`config.mk`:
```
export PLATFORM = sky130hd
export DESIGN_NAME = pnu_shreg_auto_flat
export DESIGN_NICKNAME = d
export VERILOG_FILES = /design/src/rtl/pnu_shreg_pkg.sv /design/src/rtl/pnu_shreg_auto_if.sv /design/src/rtl/pnu_shreg_core.sv /design/src/rtl/pnu_shreg_auto.sv /design/src/flat_wrapper.sv
export SDC_FILE = /design/constraint.sdc
export NUM_CORES = 1
export LEC_CHECK = 0
export CAP_MARGIN = 40
export CORE_MARGIN = 8
export CORE_UTILIZATION = 42
export CTS_CLUSTER_SIZE = 25
export DETAILED_ROUTE_END_ITERATION = 16
export HOLD_SLACK_MARGIN = 0.08
export PLACE_DENSITY = 0.83
export SLEW_MARGIN = 20
export SYNTH_ARGS = -nofsm -noshare
export SYNTH_HDL_FRONTEND = slang
export SYNTH_SLANG_ARGS = --single-unit
```
`constraint.sdc`:
```
create_clock -name CLK -period 2.25 [get_ports CLK]
set_clock_uncertainty 0.05 [all_clocks]
set_input_delay 0.225 -clock CLK [delete_from_list [all_inputs] [get_ports CLK]]
set_output_delay 0.225 -clock CLK [all_outputs]
set_load 0.05 [all_outputs]
```
`src/rtl/pnu_shreg_pkg.sv`:
```
// Shared definitions for the pnu_shreg universal shift register family:
// mode encodings, auto-shift FSM states and a shift/rotate classifier.
// Pure package; no latency and no backpressure.
package pnu_shreg_pkg;

  localparam logic [2:0] MODE_HOLD = 3'b000;
  localparam logic [2:0] MODE_LOAD = 3'b001;
  localparam logic [2:0] MODE_SHL  = 3'b010;
  localparam logic [2:0] MODE_SHR  = 3'b011;
  localparam logic [2:0] MODE_ROL  = 3'b100;
  localparam logic [2:0] MODE_ROR  = 3'b101;
  localparam logic [2:0] MODE_CLR  = 3'b110;
  localparam logic [2:0] MODE_RSVD = 3'b111;

  typedef enum logic [1:0] {
    ST_IDLE = 2'd0,
    ST_RUN  = 2'd1,
    ST_DONE = 2'd2
  } state_t;

  // True for the four modes the auto-shift controller may run.
  function automatic logic is_shift_mode(input logic [2:0] m);
    return (m == MODE_SHL) || (m == MODE_SHR) ||
           (m == MODE_ROL) || (m == MODE_ROR);
  endfunction

endpackage

```
`src/rtl/pnu_shreg_auto_if.sv`:
```
// Control/data bundle between a driver and pnu_shreg_auto.
// No latency of its own; purely wiring.
// No backpressure: Ce is the only stall mechanism.
interface pnu_shreg_auto_if #(
  parameter int WIDTH = 8,
  parameter int CW    = $clog2(WIDTH + 1)
) ();
  logic             Ce;
  logic [2:0]       Mode;
  logic [WIDTH-1:0] Din;
  logic             Sin;
  logic             Start;
  logic [CW-1:0]    Cnt;
  logic [WIDTH-1:0] Dout;
  logic             Sout;
  logic             Busy;
  logic             Done;

  modport master (
    output Ce, Mode, Din, Sin, Start, Cnt,
    input  Dout, Sout, Busy, Done
  );

  modport slave (
    input  Ce, Mode, Din, Sin, Start, Cnt,
    output Dout, Sout, Busy, Done
  );
endinterface

```
`src/rtl/pnu_shreg_core.sv`:
```
// WIDTH-bit universal register: hold/load/shift/rotate/clear plus serial-out flop.
// Latency: result visible one edge after an enabled cycle.
// No backpressure; en=0 freezes all state.
module pnu_shreg_core
  import pnu_shreg_pkg::*;
#(
  parameter int WIDTH = 8
) (
  input  logic             clk,
  input  logic             rst_n,
  input  logic             en,
  input  logic [2:0]       mode,
  input  logic [WIDTH-1:0] din,
  input  logic             sin,
  output logic [WIDTH-1:0] dout,
  output logic             sout
);

  logic [WIDTH-1:0] data_q;
  logic [WIDTH-1:0] data_nxt;
  logic             sout_q;
  logic             sout_nxt;

  // Next-state mux: Sout only moves on shift/rotate, taking the bit pushed out.
  always_comb begin
    data_nxt = data_q;
    sout_nxt = sout_q;
    case (mode)
      MODE_LOAD: data_nxt = din;
      MODE_SHL: begin
        data_nxt = {data_q[WIDTH-2:0], sin};
        sout_nxt = data_q[WIDTH-1];
      end
      MODE_SHR: begin
        data_nxt = {sin, data_q[WIDTH-1:1]};
        sout_nxt = data_q[0];
      end
      MODE_ROL: begin
        data_nxt = {data_q[WIDTH-2:0], data_q[WIDTH-1]};
        sout_nxt = data_q[WIDTH-1];
      end
      MODE_ROR: begin
        data_nxt = {data_q[0], data_q[WIDTH-1:1]};
        sout_nxt = data_q[0];
      end
      MODE_CLR: data_nxt = '0;
      default:  ;
    endcase
  end

  // Register update, gated by the effective enable.
  always_ff @(posedge clk or negedge rst_n) begin
    if (!rst_n) begin
      data_q <= '0;
      sout_q <= 1'b0;
    end else if (en) begin
      data_q <= data_nxt;
      sout_q <= sout_nxt;
    end
  end

  assign dout = data_q;
  assign sout = sout_q;

endmodule

```
`src/rtl/pnu_shreg_auto.sv`:
```
// Universal shift register with optional auto-shift controller (PNU_SHREG_AUTO_EN).
// Latency: direct modes 1 edge; auto-shift of N takes N+1 edges to Done (+1 per Ce=0 stall).
// No backpressure; Ce stalls everything except the one-cycle Done state.
module pnu_shreg_auto
  import pnu_shreg_pkg::*;
#(
  parameter int WIDTH = 8,
  parameter int CW    = $clog2(WIDTH + 1)
) (
  input  logic              CLK,
  input  logic              RST,
  pnu_shreg_auto_if.slave   bus
);

  logic [2:0] eff_mode;

`ifdef PNU_SHREG_AUTO_EN
  state_t        state_q;
  logic [CW-1:0] cnt_q;
  logic [2:0]    op_q;
  logic          busy_q;
  logic          done_q;
  logic          start_hit;
  logic [CW-1:0] cnt_clamped;

  assign start_hit   = (state_q == ST_IDLE) && bus.Ce && bus.Start &&
                       is_shift_mode(bus.Mode);
  assign cnt_clamped = (bus.Cnt > CW'(WIDTH)) ? CW'(WIDTH) : bus.Cnt;

  // Effective mode: latched op while running, hold on the Start cycle and in DONE.
  always_comb begin
    eff_mode = bus.Mode;
    if (state_q == ST_RUN)
      eff_mode = op_q;
    else if (start_hit || (state_q == ST_DONE))
      eff_mode = MODE_HOLD;
  end

  // Auto-shift FSM with registered Busy/Done.
  always_ff @(posedge CLK or negedge RST) begin
    if (!RST) begin
      state_q <= ST_IDLE;
      cnt_q   <= '0;
      op_q    <= MODE_HOLD;
      busy_q  <= 1'b0;
      done_q  <= 1'b0;
    end else begin
      case (state_q)
        ST_IDLE: begin
          if (start_hit) begin
            op_q <= bus.Mode;
            cnt_q <= cnt_clamped;
            if (cnt_clamped == '0) begin
              state_q <= ST_DONE;
              done_q  <= 1'b1;
            end else begin
              state_q <= ST_RUN;
              busy_q  <= 1'b1;
            end
          end
        end
        ST_RUN: begin
          if (bus.Ce) begin
            cnt_q <= cnt_q - 1'b1;
            if (cnt_q == CW'(1)) begin
              state_q <= ST_DONE;
              busy_q  <= 1'b0;
              done_q  <= 1'b1;
            end
          end
        end
        ST_DONE: begin
          state_q <= ST_IDLE;
          done_q  <= 1'b0;
        end
        default: begin
          state_q <= ST_IDLE;
          busy_q  <= 1'b0;
          done_q  <= 1'b0;
        end
      endcase
    end
  end

  assign bus.Busy = busy_q;
  assign bus.Done = done_q;
`else
  logic unused_auto;

  assign unused_auto = ^{bus.Start, bus.Cnt};

  // Without the controller the Mode input drives the core directly.
  always_comb begin
    eff_mode = bus.Mode;
  end

  assign bus.Busy = 1'b0;
  assign bus.Done = 1'b0;
`endif

  pnu_shreg_core #(
    .WIDTH (WIDTH)
  ) u_core (
    .clk   (CLK),
    .rst_n (RST),
    .en    (bus.Ce),
    .mode  (eff_mode),
    .din   (bus.Din),
    .sin   (bus.Sin),
    .dout  (bus.Dout),
    .sout  (bus.Sout)
  );

endmodule

```
`src/flat_wrapper.sv`:
```
// flat-port wrapper written by rule: the top's interface ports become plain ports
module pnu_shreg_auto_flat import pnu_shreg_pkg::*;
#(
  parameter int WIDTH = 8,
  parameter int CW    = $clog2(WIDTH + 1)
)
  (CLK, RST, bus_Ce, bus_Mode, bus_Din, bus_Sin, bus_Start, bus_Cnt, bus_Dout, bus_Sout, bus_Busy, bus_Done);
  pnu_shreg_auto_if #(.WIDTH(WIDTH), .CW(CW)) bus_i ();
  input  logic CLK;
  input  logic RST;
  input wire logic [$bits(bus_i.Ce)-1:0] bus_Ce;
  input wire logic [$bits(bus_i.Mode)-1:0] bus_Mode;
  input wire logic [$bits(bus_i.Din)-1:0] bus_Din;
  input wire logic [$bits(bus_i.Sin)-1:0] bus_Sin;
  input wire logic [$bits(bus_i.Start)-1:0] bus_Start;
  input wire logic [$bits(bus_i.Cnt)-1:0] bus_Cnt;
  output wire logic [$bits(bus_i.Dout)-1:0] bus_Dout;
  output wire logic [$bits(bus_i.Sout)-1:0] bus_Sout;
  output wire logic [$bits(bus_i.Busy)-1:0] bus_Busy;
  output wire logic [$bits(bus_i.Done)-1:0] bus_Done;
  assign bus_i.Ce = bus_Ce;
  assign bus_i.Mode = bus_Mode;
  assign bus_i.Din = bus_Din;
  assign bus_i.Sin = bus_Sin;
  assign bus_i.Start = bus_Start;
  assign bus_i.Cnt = bus_Cnt;
  assign bus_Dout = bus_i.Dout;
  assign bus_Sout = bus_i.Sout;
  assign bus_Busy = bus_i.Busy;
  assign bus_Done = bus_i.Done;
  pnu_shreg_auto #(.WIDTH(WIDTH), .CW(CW)) u_core (.CLK(CLK), .RST(RST), .bus(bus_i));
endmodule
```
# Word-level counts from Yosys, hierarchy flattened
# Cells that the tools add are included.
# W data, S select, Z words.
[word_totals]
ff_bits = 9
input_bits = 20
out_inout_bits = 11
wordCells = 16
[op_classes]
n_eq_ne = 6
mux = 2
reduce_logical = 6
[op_table]
columns = ["operator", "n"]
rows = [
  ["$pmux W8 S6", 1],
  ["$eq A3 B3 Y1 const B", 3],
  ["$eq A3 B2 Y1 const B", 2],
  ["$reduce_bool A6 Y1", 1],
  ["$reduce_and A2 Y1", 2],
  ["$reduce_or A2 Y1", 2],
  ["$eq A3 B1 Y1 const B", 1],
  ["$pmux W1 S2", 1],
  ["$reduce_bool A2 Y1", 1],
]

# Logic depth before layout (Yosys ltp)
# Gate-level depths: netlist (run 1).
[depth]
word_depth = 4
mapped_depth = 6
mapped_depth_nobuf = 4

# Hierarchy
# From an unflattened synthesis (run 1), not the netlist that was laid out.
[hier_totals]
cells_unflattened = 112
hier_area_um2 = 850.8
[by_module_without_submodules]
columns = ["mod", "n_inst", "cells_each", "area_each_um2", "seq_area_each_um2"]
rows = [
  ["pnu_shreg_core", 1, 109, 832.0, 225.2],
  ["pnu_shreg_auto", 1, 3, 18.8, 0.0],
]

# Least setup slack after synthesis (run 1)
# OpenSTA, ideal clock, no wires.
[synth_path]
path_kind = "reg-to-reg"
startpoint = "register u_core.u_core.data_q[6] (netlist: u_core.u_core.dout[6])"
endpoint = "register u_core.u_core.data_q[7] (netlist: u_core.u_core.dout[7])"
setup_time_ns = 0.067
arrival_ns = 1.314
required_ns = 2.133
path_slack_ns = 0.818
path_stages_with_launch = 5
path_buffers = 0
period_less_slack_ns = 1.432
cell_sequence = "dfrtp_1 -> inv_1 -> maj3_1 -> o21ai_1 -> a22o_1"
[synth_via]
elab_chain_cells = 1
[synth_lines]
columns = ["item", "line", "source"]
rows = [
  ["start: declaration", "pnu_shreg_core.sv:19", "logic [WIDTH-1:0] data_q;"],
  ["start signal: assignment", "pnu_shreg_core.sv:57", "data_q <= data_nxt;"],
  ["$pmux W8 S6", "pnu_shreg_core.sv:28", "case (mode)"],
]
# No other way between the ends.
# A chain may end at the register's enable or synchronous reset.

# Worst setup path in the final report (run 1)
[layout_path]
startpoint = "register u_core.u_core.data_q[2] (netlist: u_core.u_core.dout[2])"
endpoint = "output port bus_Dout[2]"
[layout_lines]
columns = ["item", "line", "source"]
rows = [
  ["end: declaration", "flat_wrapper.sv:17", "output wire logic [$bits(bus_i.Dout)-1:0] bus_Dout;"],
]
# No word-level cell between the ends.

==> reports/qor.yml, run 1 <==
cells_and_area:
  final_cells: 112
  layout_common_cells: "clkdlybuf4s50_1 (23), a21oi_1 (10), dfrtp_1 (9)"
  final_common_cell: "clkdlybuf4s50_1"
  nNetsFinal: 117
  drive_above_1_share_pct: 7.29
  diodes: 0
  area_growth_pct: 37.2
sta:
  rsz0062_at_grt: "false"
  setup_viol_count_final: 0
  setup_tns_ns: 0
  fin_crit_ns: 1.77
  drv_slew: 0
  max_slew_margin_pct: 64.4
  fmax_ghz: 0.565
  hold_viol_final: 0
  tightest_slew_ns: 0.530
  fin_crit_sh_pct: 78.7
critical_path:
  crit_type: "reg -> out"
  cp_slowest_cell: "clkdlybuf4s50_1"
  crit_family: "buffers and inverters"
  arrival_ns: 1.50
  start_kind: "flop"
  rrSetupSlack_ns: 1.06
  path_cells: "clkdlybuf4s50_1"
  critical_path_required_ns: 1.98
  path_max_fanout: 4
  endpoint_kind: "output pin"
  critPathMaxStageDelay_ns: 0.83
  crit_buf_inv: 1
die:
  fp.dieArea_um2: 2990
  die_h_um: 54.7
  initial_core_util_pct: 43.3
  core_um2: 1450
  ios: 31
  fp-row-count: 14
  fp.dieW_um: 54.7
detailed_routing:
  wl_mm: 1.55
  drc_errors: 0
  drt_iter0_drc: 14
  vias: 593
  ant_nets: 0
  viasPerCell: 5.29
  dr.pass1.iters: 4
  drt-wirelength-per-cell_um: 13.8
synth:
  synth_seq_cells: 9
  synth_top_cell_area_share_pct: 35.8
  synth_cell_types: 27
  post_synth_instance_area_um2: 629
  ys_top_cells_by_area: "dfrtp_1 (36%), mux2i_1 (9.5%), a21oi_1 (8.0%)"
  seq_area_frac_synth_pct: 35.8
  yosys.area.top_type: "dfrtp_1"
  synth_area_per_cell_um2: 8.62
  synth_cells: 73
  ys_warn_count: 0
grt:
  antenna_found_initial: 0
  grt_pass1_vias: 584
  grt_util_all_layers_pct: 11.2
  grt.overflow.total: 0
  grt_pass1_wl_mm: 2.53
  grt_max_degree: 16
clocking:
  cts_max_path_buffers: 2
  cts_resized: 0
  cts_tree: "built"
  cts_sinks: 9
  root_buffer: "clkbuf_4"
  hold_buffers: 0
  cts.htree.levels: 1
  path_clk_slew_ns: 0.06
  insertion_delay_ns: 0.26
  cts_post_setup_buffers_inserted: 0
  cts_buffers: 3
placed_design:
  numPlacedInstances: 108
  place.gp.congestion: 0.743
  place_hpwl_mm: 1.20
  numPortBuffers: 23
power_and_ir_drop:
  power_density_nw_per_um2: 760
  ir_drop_mv: 0.390
  p_leak_nw: 0.380
worst_hold_path:
  worst_hold_path_type: "in -> async"
job:
  drv_cap: 0
run_status:
  status: "complete, no violations"
-- Yosys cell counts --
master,count
buf_4,2
or3_1,1
nand2_1,7
mux2i_1,6
nor2_1,6
o21ai_1,6
a211o_1,1
o21ai_2,1
a22o_1,1
buf_2,1
conb_1,1
o21ai_0,2
a21o_1,1
xnor2_2,1
o31ai_1,1
inv_1,4
buf_6,3
a21oi_1,10
nand3_2,1
dfrtp_1,9
nand2b_1,1
o311ai_0,1
maj3_1,1
nand3_1,2
a21boi_0,1
a211oi_1,1
or3b_1,1
-- per-layer routing --
metal  GRT usage, %  routed length (µm)  vias to the layer above
met2           18.7                 792                       19
li1               -                   -                      299
met4           2.46                   0                        0
met3           3.26                  90                        0
met5              0                   0                        -
met1           13.8                 665                      275
-- where the power goes --
part           internal, W  total [W]  switching (W)
clock network    0.0000684   0.000127      0.0000588
registers         0.000192   0.000223      0.0000312
logic             0.000115   0.000306       0.000191
total             0.000375   0.000656       0.000281
-- cells by family after synthesis --
logic type                 after synthesis  share of synthesized area (%)
AOI/OAI and AO/OA                       26                           24.7
xor gates and xnor gates                 1                           2.59
adders and majority gates                1                           1.59
buffers and inverters                   10                           10.9
DFF                                      9                           35.8
muxes                                    6                           9.54
other                                    1                          0.596
and+or+nand+nor                         19                           14.3
-- flip-flops by register name, summed over array words and instances (netlist names) --
| name | cells |
|---|---|
| u_core.u_core.dout | 8 |
| u_core.u_core.sout | 1 |
-- metrics by stage --
stage          total power [W]  instance area (µm²)  worst slack (ns)  hold slack (ns)  util (%)
2_1_floorplan         0.000427                  633             0.818           -0.121         -
3_3_place_gp          0.000527                  837             0.296            0.442      57.6
3_5_place_dp          0.000533                  837             0.246            0.460      57.6
4_1_cts               0.000662                  863             0.473            0.218      59.4
5_1_grt               0.000694                  863             0.408            0.233      59.4
6_report              0.000656                  863             0.480            0.209      59.4
-- worst paths after layout --
kind	cells past startpoint	end	from
max in group asynchronous	1	u_core.u_core.dout[7]	RST
hold reg to reg	2	u_core.u_core.sout	u_core.u_core.sout
min in group CLK	2	u_core.u_core.sout	u_core.u_core.sout
setup reg to reg	3	u_core.u_core.dout[7]	u_core.u_core.dout[0]
setup / recovery	1	bus_Dout[2]	u_core.u_core.dout[2]
hold / removal	1	u_core.u_core.dout[2]	RST
-- area by class of cell --
type                            instances  area, µm²
Timing Repair Buffer                   24        238
Fill cell                             141        591
Tap cell                               16       20.0
Inverter                                4       15.0
Multi-Input combinational cell         55        339
Sequential cell                         9        225
Clock buffer                            4       26.3
No activity file was read; power rests on OpenSTA's default activity.
==> run 2, diff against run 1 <==
Settings changed: CORE_UTILIZATION 42 to 35, PLACE_DENSITY 0.83 to 0.74.
Clock period 2.25 ns to 1.5 ns, I/O delays scaled along.
==> run 2 against run 1 <==
Against the previous run: wire length up 11%; sequential power up 59%; non-clock buffer count up 10; global-route usage shrank 0.061 points; register-to-register slack worse by 0.84 ns; count of clock-buffer cells in the layout did not move; total power rose by 68%; core utilization hardly changed.
==> reports/qor.yml, run 2 (synthesis results as in run 1) <==
die:
  fp-row-count: 15  # was 14
  initial_core_util_pct: 36.8  # was 43.3%
  core_um2: 1710  # was 1450 µm²
  ios: 31  # unchanged
  fp.dieArea_um2: 3410  # was 2990 µm²
  die_h_um: 58.4  # was 54.7 µm
  fp.dieW_um: 58.4  # was 54.7 µm
detailed_routing:
  drt_iter0_drc: 9  # was 14
  viasPerCell: 4.82  # was 5.29
  dr.pass1.iters: 4  # unchanged
  wl_mm: 1.71  # was 1.55 mm
  ant_nets: 0  # unchanged
  drc_errors: 0  # unchanged
  vias: 632  # was 593
  drt-wirelength-per-cell_um: 13.1  # was 13.8 µm
critical_path:
  crit_type: "in -> reg"  # was reg -> out
  cp_slowest_cell: "clkdlybuf4s50_1"  # unchanged
  reg2reg_from: "u_core.u_core.dout[0]"  # unchanged
  crit_buf_inv: 2  # was 1
  critical_path_required_ns: 1.60  # was 1.98 ns
  arrival_ns: 1.53  # was 1.50 ns
  path_cells: "clkdlybuf4s50_1 > inv_1 > o311ai_0 > o21ai_1 > a22o_1"  # was clkdlybuf4s50_1
  crit_family: "buffers and inverters"  # unchanged
  endpoint_kind: "flop"  # was output pin
  critPathMaxStageDelay_ns: 0.59  # was 0.83 ns
  r2r_end: "u_core.u_core.dout[7]"  # unchanged
  r2r_cells: 3  # unchanged
  path_max_fanout: 7  # was 4
  rrSetupSlack_ns: 0.22  # was 1.06 ns
  start_kind: "input pin"  # was flop
cells_and_area:
  final_cells: 131  # was 112
  design_area_um2: 1010  # was 863 µm²
  largest_reg_flops: 8  # unchanged
  diodes: 0  # unchanged
  seq_area_um2: 225  # unchanged
  final_common_cell: "clkdlybuf4s50_1"  # unchanged
  multiInputGateArea_um2: 339  # unchanged
  nNetsFinal: 127  # was 117
  area_growth_pct: 61.2  # was 37.2%
  fill_cells: 141  # unchanged
  drive_above_1_share_pct: 24.5  # was 7.29%
  layout_common_cells: "clkdlybuf4s50_1 (14), buf_4 (13), a21oi_1 (10)"  # was clkdlybuf4s50_1 (23), a21oi_1 (10), dfrtp_1 (9)
clocking:
  cts_max_path_buffers: 2  # unchanged
  root_buffer: "clkbuf_4"  # unchanged
  cts_tree: "built"  # unchanged
  path_clk_slew_ns: 0.07  # was 0.06 ns
  cts_buffers: 3  # unchanged
  hold_buffers: 0  # unchanged
  cts_resized: 0  # unchanged
  cts_post_setup_buffers_inserted: 0  # unchanged
  cts.htree.levels: 1  # unchanged
  insertion_delay_ns: 0.26  # about the same
  cts_sinks: 9  # unchanged
sta:
  fmax_ghz: 0.697
  fin_crit_ns: 1.43
  setup_viol_count_final: 0  # unchanged
  hold_viol_final: 0  # unchanged
  fin_crit_sh_pct: 95.6
  rsz0062_at_grt: "false"  # unchanged
  drv_slew: 0  # unchanged
  layout_setup_ws_ns: 0.0661  # was 0.480 ns
grt:
  grt.overflow.total: 0  # unchanged
  grt_max_degree: 10  # was 16
  grt_pass1_wl_mm: 3.03  # was 2.53 mm
  antenna_found_initial: 0  # unchanged
  grt_pass1_vias: 716  # was 584
  grt_util_all_layers_pct: 11.1  # was 11.2%
placed_design:
  numPortBuffers: 23  # unchanged
  post_dp_cell_area_um2: 988  # was 837 µm²
  pre_cts_slack_ns: -0.137  # was 0.246 ns
  numPlacedInstances: 127  # was 108
  place_hpwl_mm: 1.38  # was 1.20 mm
  place.gp.congestion: 0.779  # was 0.743
run_status:
  status: "complete, no violations"  # unchanged
power_and_ir_drop:
  power_density_nw_per_um2: 1080  # was 760 nW/µm²
  total_power_w: 0.00110  # was 0.000656 W
  p_leak_nw: 0.466  # was 0.380 nW
  ir_drop_mv: 0.649  # was 0.390 mV
job:
  drv_cap: 0  # unchanged
worst_hold_path:
  worst_hold_path_type: "in -> async"  # unchanged
==> run 2: final cells by class <==
type                            count  area share [%]
Sequential cell                     9            22.2
Clock buffer                        4            2.59
Multi-Input combinational cell     55            33.4
Inverter                            4            1.48
Tap cell                           25            3.08
Timing Repair Buffer               34            37.2
==> run 2: how the worst max path moves through the flow <==
stage	start	end	slack, ns	cells past startpoint
floorplan	u_core.u_core.dout[6]	u_core.u_core.dout[7]	0.07	4
global placement	bus_Mode[2]	u_core.u_core.dout[7]	-0.10	5
detailed placement	bus_Mode[2]	u_core.u_core.dout[7]	-0.14	5
CTS	bus_Mode[2]	u_core.u_core.dout[7]	0.08	5
global route	bus_Mode[2]	u_core.u_core.dout[4]	0.02	7
finish	bus_Mode[2]	u_core.u_core.dout[7]	0.07	5
==> run 2: stage by stage <==
step	setup TNS, ns	utilization (%)	hold slack (ns)
after detailed placement	-0.902	57.9	0.439
final	0	59.4	0.145
after floorplan	0	-	-0.196
after CTS	0	59.4	0.155
after global routing	0	59.4	0.165
after global placement	-0.491	57.9	0.428
==> run 2: power by group <==
group | internal (W) | leakage [nW] | total [W] | switching (W)
Clock | 0.000103 | 0.0150 | 0.000192 | 0.0000890
Combinational | 0.000260 | 0.338 | 0.000554 | 0.000294
Sequential | 0.000287 | 0.114 | 0.000354 | 0.0000664
==> run 2: layer usage <==
| layer | wire length [µm] | up-vias | GRT usage [%] | part of all wire [%] |
|---|---|---|---|---|
| li1 | - | 318 | - | - |
| met1 | 741 | 291 | 12.0 | 43 |
| met2 | 874 | 21 | 19.7 | 51 |
| met3 | 86 | 2 | 3.26 | 5.0 |
| met4 | 12 | 0 | 4.55 | 0.70 |
| met5 | 0 | - | 0 | 0 |
==> variant (config.mk and constraints of run 2) <==
`WIDTH` is set to 8 in 4 places; all go to 16.
--- a/src/rtl/pnu_shreg_auto_if.sv
+++ b/src/rtl/pnu_shreg_auto_if.sv
@@ -2,7 +2,7 @@
 // No latency of its own; purely wiring.
 // No backpressure: Ce is the only stall mechanism.
 interface pnu_shreg_auto_if #(
-  parameter int WIDTH = 8,
+  parameter int WIDTH = 16,
   parameter int CW    = $clog2(WIDTH + 1)
 ) ();
   logic             Ce;
--- a/src/rtl/pnu_shreg_core.sv
+++ b/src/rtl/pnu_shreg_core.sv
@@ -4,7 +4,7 @@
 module pnu_shreg_core
   import pnu_shreg_pkg::*;
 #(
-  parameter int WIDTH = 8
+  parameter int WIDTH = 16
 ) (
   input  logic             clk,
   input  logic             rst_n,
--- a/src/rtl/pnu_shreg_auto.sv
+++ b/src/rtl/pnu_shreg_auto.sv
@@ -4,7 +4,7 @@
 module pnu_shreg_auto
   import pnu_shreg_pkg::*;
 #(
-  parameter int WIDTH = 8,
+  parameter int WIDTH = 16,
   parameter int CW    = $clog2(WIDTH + 1)
 ) (
   input  logic              CLK,
--- a/src/flat_wrapper.sv
+++ b/src/flat_wrapper.sv
@@ -1,7 +1,7 @@
 // flat-port wrapper written by rule: the top's interface ports become plain ports
 module pnu_shreg_auto_flat import pnu_shreg_pkg::*;
 #(
-  parameter int WIDTH = 8,
+  parameter int WIDTH = 16,
   parameter int CW    = $clog2(WIDTH + 1)
 )
   (CLK, RST, bus_Ce, bus_Mode, bus_Din, bus_Sin, bus_Start, bus_Cnt, bus_Dout, bus_Sout, bus_Busy, bus_Done);
Interface: changed (resized bus_Cnt, bus_Din and bus_Dout); port bits go from 31 to 48. No check against the original RTL was run, so the function may have changed too.
==> variant against run 2 <==
Power increased by 78%; synthesized area increased by 77%; design area increased by 78%; wire length increased by 79%; sequential power increased by 91%; sequential cell count increased by 8; non-clock buffer count increased by 21; worst setup slack improved by 0.067 ns; critical path depth increased by 2.
==> variant: results (changes against run 2) <==
* GR Util All Layers: 12.6%, +1.5 points
* maximum vdd drop: 398 uV, -39%
* Skew-Pair Late Insertion Delay: 0.29 ns, +0.03 ns
* sum of met2 wire segment lengths after detailed routing: 1420 um, +63%
* average via count per standard cell: 4.84, +0.42%
* largest net degree at the start of global routing: 18, +8
* Register-to-Register Setup Slack: 0.28 ns, +0.06 ns
* final weighted congestion in routability-driven placement: 0.813, +4.4%
* non-clock buffering overhead in the final layout: 38.4%, +1.2 points
* number of global-route vias before repair: 1138, +59%
* clock power share: 12.7%, -4.7 points
* Final Hold Slack: 0.134 ns, -0.0111 ns
* GR Layer Usage met3: 4.68%, +1.4 points
* placed wire-length estimate: 2440 um, +76%
* count of port buffers added during placement: 39, +70%
* number of multi-input combinational cells in the layout: 95, +73%
* sequential cell area in the final layout: 425 sq um, +89%
* multi-input logic portion of the cell area: 32.7%, -0.71 points
* Synth cell types: 28, +3.7%
* met1 layer usage reported by global route: 14.6%, +2.7 points
* status: finished, final reports clean
* Seq/Total Area, Yosys: 38.2%, +2.4 points
* met2 capacity usage during global routing: 20.7%, +0.98 points
* Reg2Reg Launch Point: u_core.u_core.dout[14]
* Logic power comb: 0.00104 W, +88%
* count of plain and timing-repair buffers: 55, +62%
* Met3 Routed Length: 271 um, +220%
* worst reg2reg endpoint: u_core.u_core.dout[15]
* Post-synth top cells: 17 x sky130_fd_sc_hd__a21oi_1, 17 x sky130_fd_sc_hd__dfrtp_1, 15 x sky130_fd_sc_hd__nand2_1, 14 x sky130_fd_sc_hd__mux2i_1, 14 x sky130_fd_sc_hd__nor2_1
* sequential power share: 34.5%, +2.3 points
* Worst setup endpoint: u_core.u_core.dout[5]
* relative area of clock buffers and inverters in the final design: 1.46%, -1.1 points
* CTS clk-pin slew, worst paths: 0.10 ns, +0.03 ns
variant: changes by cell type in the layout (fill, tap and decap cells not counted), moves of 2 or more:
| cell | change |
|---|---|
| sky130_fd_sc_hd__buf_12 | +11 |
| sky130_fd_sc_hd__clkdlybuf4s50_1 | +8 |
| sky130_fd_sc_hd__dfrtp_1 | +8 |
| sky130_fd_sc_hd__mux2i_1 | +8 |
| sky130_fd_sc_hd__nand2_1 | +8 |
| sky130_fd_sc_hd__nor2_1 | +8 |
| sky130_fd_sc_hd__a21oi_1 | +7 |
| sky130_fd_sc_hd__o21ai_0 | +6 |
| sky130_fd_sc_hd__o21ai_2 | +6 |
| sky130_fd_sc_hd__o21ai_1 | -4 |
| sky130_fd_sc_hd__buf_4 | +2 |
variant: stage by stage:
stage	cells	setup WS, ns	utilization (%)	instance area [sq um]
after floorplan	127	0.0450	-	1120
after global placement	215	-0.139	58.3	1780
after detailed placement	215	-0.170	58.3	1780
after CTS	219	0.138	59.1	1810
after global routing	219	0.00882	59.1	1810
final	219	0.133	59.1	1810
variant: critical path: stages:
cell and delay [ns]:
sky130_fd_sc_hd__clkdlybuf4s50_1 0.58, sky130_fd_sc_hd__buf_4 0.18, sky130_fd_sc_hd__xnor2_2 0.12, sky130_fd_sc_hd__buf_4 0.19, sky130_fd_sc_hd__nor2_1 0.05, sky130_fd_sc_hd__a21oi_1 0.12, sky130_fd_sc_hd__o21ai_0 0.09
variant: cell families (layout without fill, tap and decap cells):
family                     Yosys count  in the layout  share of synthesized area [%]
and+or+nand+nor                     35             35                           13.5
xor gates and xnor gates             1              1                           1.46
AOI/OAI and AO/OA                   42             42                           23.9
DFF                                 17             17                           38.2
buffers and inverters               15             63                           9.10
adders and majority gates            1              1                          0.899
other                                1              2                          0.337
muxes                               14             14                           12.6
